$ cat config.mk
export PLATFORM = sky130hd
export DESIGN_NAME = xyolo_read_sched
export DESIGN_NICKNAME = d
export VERILOG_FILES = /design/src/rtl/xyolo_read_sched.sv
export SDC_FILE = /design/constraint.sdc
export NUM_CORES = 1
export LEC_CHECK = 0
export CORE_ASPECT_RATIO = 1.4
export CORE_MARGIN = 2
export CORE_UTILIZATION = 54
export DETAILED_ROUTE_END_ITERATION = 12
export PLACE_DENSITY = 0.81
export SYNTH_ARGS = -nofsm -noshare
export SYNTH_HDL_FRONTEND = slang
export SYNTH_SLANG_ARGS = --single-unit
$ cat constraint.sdc
create_clock -name clk -period 8.4 [get_ports clk]
set_clock_uncertainty 0.15 [all_clocks]
set_input_delay 1.68 -clock clk [delete_from_list [all_inputs] [get_ports clk]]
set_output_delay 1.68 -clock clk [all_outputs]
set_load 0.02 [all_outputs]
$ cat src/rtl/xyolo_read_sched.sv
// Tile scheduler for the xyolo_read weight/bias engine: programs per-tile addresses, runs the engine, throttles on consumer.
// Optional ping-pong mode enabled by defining XYOLO_READ_SCHED_PP_EN (runs PPW once per job, allows two tiles in flight).
module xyolo_read_sched #(
   parameter int CFG_ADDR_W = 6,
   parameter int IO_ADDR_W  = 32,
   parameter int TILE_W     = 16,
   parameter int W_ADDR_REG = 0,
   parameter int B_ADDR_REG = 14,
   parameter int PP_REG     = 2
) (
   input  logic                  clk,
   input  logic                  rst,
   input  logic                  start,
   input  logic [IO_ADDR_W-1:0]  w_base,
   input  logic [IO_ADDR_W-1:0]  w_stride,
   input  logic [IO_ADDR_W-1:0]  b_base,
   input  logic [IO_ADDR_W-1:0]  b_stride,
   input  logic [TILE_W-1:0]     n_tiles,
   input  logic                  cons_done,
   output logic                  cfg_valid,
   output logic [CFG_ADDR_W-1:0] cfg_addr,
   output logic [IO_ADDR_W-1:0]  cfg_wdata,
   output logic                  cfg_wstrb,
   output logic                  run,
   input  logic                  done,
   output logic                  busy,
   output logic                  job_done,
   output logic [1:0]            occ,
   output logic                  tile_ready,
   output logic                  err
);

   localparam logic [3:0] S_IDLE  = 4'd0;
   localparam logic [3:0] S_PPW   = 4'd1;
   localparam logic [3:0] S_CFGW  = 4'd2;
   localparam logic [3:0] S_CFGB  = 4'd3;
   localparam logic [3:0] S_RUN   = 4'd4;
   localparam logic [3:0] S_BLANK = 4'd5;
   localparam logic [3:0] S_WAIT  = 4'd6;
   localparam logic [3:0] S_NEXT  = 4'd7;
   localparam logic [3:0] S_STALL = 4'd8;

`ifdef XYOLO_READ_SCHED_PP_EN
   localparam logic       PP_EN   = 1'b1;
   localparam logic [1:0] MAX_OCC = 2'd2;
`else
   localparam logic       PP_EN   = 1'b0;
   localparam logic [1:0] MAX_OCC = 2'd1;
`endif

   logic [3:0]            state, state_n;
   logic [IO_ADDR_W-1:0]  w_addr, w_n, b_addr, b_n;
   logic [IO_ADDR_W-1:0]  w_step, w_step_n, b_step, b_step_n;
   logic [TILE_W-1:0]     n_q, n_n, tile_cnt, tile_n;
   logic                  blank_cnt, blank_n;
   logic                  busy_n, job_done_n, err_n, dec_ok, inc;
   logic [1:0]            occ_n;
   logic                  cfg_valid_n;
   logic [CFG_ADDR_W-1:0] cfg_addr_n;
   logic [IO_ADDR_W-1:0]  cfg_wdata_n;

   // Next-state, address stepping and occupancy bookkeeping; outputs are derived from the next state so they register cleanly.
   always_comb begin
      state_n     = state;
      w_n         = w_addr;
      b_n         = b_addr;
      w_step_n    = w_step;
      b_step_n    = b_step;
      n_n         = n_q;
      tile_n      = tile_cnt;
      blank_n     = blank_cnt;
      busy_n      = busy;
      job_done_n  = 1'b0;
      inc         = (state == S_NEXT);
      dec_ok      = cons_done && (occ != 2'd0);
      occ_n       = occ + {1'b0, inc} - {1'b0, dec_ok};
      err_n       = err | (cons_done && (occ == 2'd0));
      case (state)
         S_IDLE: begin
            if (start) begin
               w_n      = w_base;
               b_n      = b_base;
               w_step_n = w_stride;
               b_step_n = b_stride;
               n_n      = n_tiles;
               tile_n   = '0;
               if (n_tiles == '0) begin
                  job_done_n = 1'b1;
               end else begin
                  busy_n  = 1'b1;
                  state_n = PP_EN ? S_PPW : S_CFGW;
               end
            end
         end
         S_PPW:  state_n = S_CFGW;
         S_CFGW: state_n = S_CFGB;
         S_CFGB: state_n = S_RUN;
         S_RUN: begin
            blank_n = 1'b0;
            state_n = S_BLANK;
         end
         // The engine's done is stale until its own registered run lands, so skip two cycles.
         S_BLANK: begin
            blank_n = 1'b1;
            if (blank_cnt) state_n = S_WAIT;
         end
         S_WAIT: if (done) state_n = S_NEXT;
         S_NEXT: begin
            tile_n = tile_cnt + 1'b1;
            w_n    = w_addr + w_step;
            b_n    = b_addr + b_step;
            if (tile_n == n_q) begin
               job_done_n = 1'b1;
               busy_n     = 1'b0;
               state_n    = S_IDLE;
            end else if (occ_n == MAX_OCC) begin
               state_n = S_STALL;
            end else begin
               state_n = S_CFGW;
            end
         end
         S_STALL: if (occ < MAX_OCC) state_n = S_CFGW;
         default: state_n = S_IDLE;
      endcase

      cfg_valid_n = 1'b0;
      cfg_addr_n  = '0;
      cfg_wdata_n = '0;
      case (state_n)
         S_PPW: begin
            cfg_valid_n = 1'b1;
            cfg_addr_n  = CFG_ADDR_W'(PP_REG);
            cfg_wdata_n = IO_ADDR_W'(1);
         end
         S_CFGW: begin
            cfg_valid_n = 1'b1;
            cfg_addr_n  = CFG_ADDR_W'(W_ADDR_REG);
            cfg_wdata_n = w_n;
         end
         S_CFGB: begin
            cfg_valid_n = 1'b1;
            cfg_addr_n  = CFG_ADDR_W'(B_ADDR_REG);
            cfg_wdata_n = b_n;
         end
         default: ;
      endcase
   end

   always_ff @(posedge clk or posedge rst) begin
      if (rst) begin
         state      <= S_IDLE;
         w_addr     <= '0;
         b_addr     <= '0;
         w_step     <= '0;
         b_step     <= '0;
         n_q        <= '0;
         tile_cnt   <= '0;
         blank_cnt  <= 1'b0;
         cfg_valid  <= 1'b0;
         cfg_addr   <= '0;
         cfg_wdata  <= '0;
         cfg_wstrb  <= 1'b0;
         run        <= 1'b0;
         busy       <= 1'b0;
         job_done   <= 1'b0;
         occ        <= 2'd0;
         tile_ready <= 1'b0;
         err        <= 1'b0;
      end else begin
         state      <= state_n;
         w_addr     <= w_n;
         b_addr     <= b_n;
         w_step     <= w_step_n;
         b_step     <= b_step_n;
         n_q        <= n_n;
         tile_cnt   <= tile_n;
         blank_cnt  <= blank_n;
         cfg_valid  <= cfg_valid_n;
         cfg_addr   <= cfg_addr_n;
         cfg_wdata  <= cfg_wdata_n;
         cfg_wstrb  <= cfg_valid_n;
         run        <= (state_n == S_RUN);
         busy       <= busy_n;
         job_done   <= job_done_n;
         occ        <= occ_n;
         tile_ready <= (occ_n != 2'd0);
         err        <= err_n;
      end
   end

endmodule
==> metrics.yaml <==
drtIter0Drc: 751
placed_area_mm2: 0.0138
dp_hpwl_mm: 22.7
avgSynthCellArea_um2: 9.10
std_cell_rows: 64
fin_tns_setup_ps: 0
max_cap_viol_count: 0
cts_made_buffers: 21
routabilityCongestion: 0.958
synthFlopType: "dfrtp_1"
start_util_pct: 54.6
viasPerCell: 6.04
cts_setup_buffers: 0
drive_gt1_share_pct: 4.37
clock-sinks: 207
cp.required_ps: 8640
reg2reg_setup_slack_ps: 4400
grt_pass1_wl_mm: 51.4
clock.fmax_mhz: 240
startpoint_type: "primary input"
cts_tree: "yes"
p_per_area_mw_per_mm2: 420
yosysMostFrequentCell: "nand2_1"
grt_usage_pct: 28.2
ctsResizeCount: 0
clock_latency_ps: 500
ys_seq_elements: 207
synthTopCellsByCount: "308 x nand2_1, 207 x dfrtp_1, 100 x o21ai_0, 65 x ha_1, 60 x a21oi_1"
cp-end-kind: "flip-flop"
synth_xor_area_share_pct: 5.84
dr.pass1.iters: 6
tightestPinTransition_ps: 1200
yosysSeqAreaShare_pct: 43.9
yosysWarnings: 0
cts-root-buf: "clkbuf_16"
synthTopCellsByArea: "dfrtp_1 44%, nand2_1 9.8%, ha_1 6.9%"
synth_adder_area_share_pct: 7.23
routedWlPerCell_um: 18.8
antenna_found_initial: 0
htree_levels: 1
syn_inst: 1296
synthArstFlopShare_pct: 100
period_needed_ps: 4170
synth_top_family_by_area: "compound AO/OA/AOI/OAI gates"
yosys.area.top_type: "dfrtp_1"
grt_pass1_vias: 10200
fp.coreArea_mm2: 0.0216
period_share_pct: 49.6
setup_viol: 0
grt_remaining_overflow: 0
drc_errors: 0
yosys.area.top_type_share_pct: 43.9
antennaDiodeCount: 0
wirelength_mm: 32.4
outcome: "finished, final reports clean"
grt_max_degree: 140
synth_compound_area_share_pct: 20.8
ctsHoldBuffers: 0
peakVddDrop_mv: 0.215
vias: 10400
io_pins: 196
areaGrowthSynthToFinish_pct: 24.1
synth-simple-area-share_pct: 17.2
crit_arrival_ps: 4400
dieArea_mm2: 0.0231
clock_path_buffers: 3
synth_cell_type_count: 69
leakage_nw: 6.88
slew_violations: 0
path_class: "primary input to flip-flop"
hold_path.class: "flip-flop to flip-flop"
fin_area_mm2: 0.0146
die_x_um: 129
nNetsFinal: 1665
synth_mux_area_share_pct: 1.20
slew_headroom_pct: 19.7
drtAntennaViolNets: 0
syn_area_mm2: 0.0118
hold_viol: 0
synth_edf_count: 0
path_clk_slew_ps: 60
die_y_um: 179
rsz0062_at_grt: "false"
crit_fanout: 83
port_buffers: 192
[per-stage QoR]
| step | hold WS, ps | utilization (%) | std cells | total power [mW] | worst slack (ps) |
|---|---|---|---|---|---|
| 2_1_floorplan | 300 | - | 1298 | 4.14 | 918 |
| 3_3_place_gp | 297 | 63.9 | 1690 | 4.89 | 3820 |
| 3_5_place_dp | 305 | 63.9 | 1690 | 5.00 | 3750 |
| 4_1_cts | 321 | 67.7 | 1727 | 6.13 | 4270 |
| 5_1_grt | 354 | 67.7 | 1727 | 6.62 | 4070 |
| 6_report | 313 | 67.7 | 1727 | 6.14 | 4230 |
[kinds of logic after synthesis]
| family | Yosys count |
|---|---|
| xor gates and xnor gates | 77 |
| other | 1 |
| adders and majority gates | 67 |
| DFF | 207 |
| AOI/OAI and AO/OA | 368 |
| and+or+nand+nor | 461 |
| muxes | 14 |
| buffers and inverters | 101 |
[final cells by class]
cell class	count	area, um2
Multi-Input combinational cell	990	6210
Sequential cell	207	5180
Tap cell	264	330
Clock buffer	25	571
Fill cell	1714	6990
Timing Repair Buffer	201	1990
Clock inverter	12	240
Inverter	28	113
[placed cells by master (no fill, tap or decap), types with 4 or more instances in the layout]
cell type	count
nand4_1	10
o21ai_1	6
dfrtp_1	207
and3_1	17
clkdlybuf4s50_1	192
bufinv_16	7
nor2b_1	8
o21bai_1	12
o2bb2ai_1	4
xor2_1	36
nand3_1	26
nor4_1	6
nor2_1	36
and2_1	5
a31o_2	4
buf_4	9
inv_1	26
o21ai_0	100
a2111oi_0	5
o31ai_1	7
a211oi_1	12
a21o_1	31
ha_1	65
nand2_1	307
nand2b_1	11
a22oi_1	41
nor3_1	12
a22o_1	30
or3_1	5
clkbuf_16	21
a221o_1	6
o211ai_1	9
xnor2_1	40
a21oi_1	60
a31oi_1	9
mux2i_1	13
[sequential cells by signal, summed over array words and instances, names as in the netlist, 2 cells and up]
register	flops
w_step	32
tile_cnt	16
b_step	32
n_q	16
state	4
cfg_wdata	32
occ	2
w_addr	32
b_addr	32
cfg_addr	2
[final timing paths]
path,start,end,cells after the start
min in group asynchronous,rst,tile_ready$_DFF_PP0_,2
setup reg to reg,state[3]$_DFF_PP0_,cfg_wdata[20]$_DFF_PP0_,6
hold / removal,err$_DFF_PP0_,err$_DFF_PP0_,1
max in group asynchronous,rst,b_step[20]$_DFFE_PP0P_,3
hold reg to reg,err$_DFF_PP0_,err$_DFF_PP0_,1
setup / recovery,start,cfg_wdata[20]$_DFF_PP0_,6
[report_power, final]
part	total [mW]	internal (mW)	switching, mW
Clock	1.10	0.699	0.402
Sequential	1.73	1.41	0.315
Combinational	3.31	1.40	1.91
[metal layers]
layer	part of all wire (%)	up-vias	wire length, um	global-route usage (%)
met3	5.2	105	1690	2.95
met4	4.9	0	1590	13.4
met5	0	-	0	0
met2	51	398	16500	50.0
li1	-	4895	-	-
met1	39	5035	12600	34.1
[worst max-delay path, cell delays in order]
cell             delay (ps)
clkdlybuf4s50_1         520
and2_4                  660
buf_4                   840
mux2i_1                 280
mux2i_1                 120
a22o_1                  240
Power figures use the tool's default switching activity.
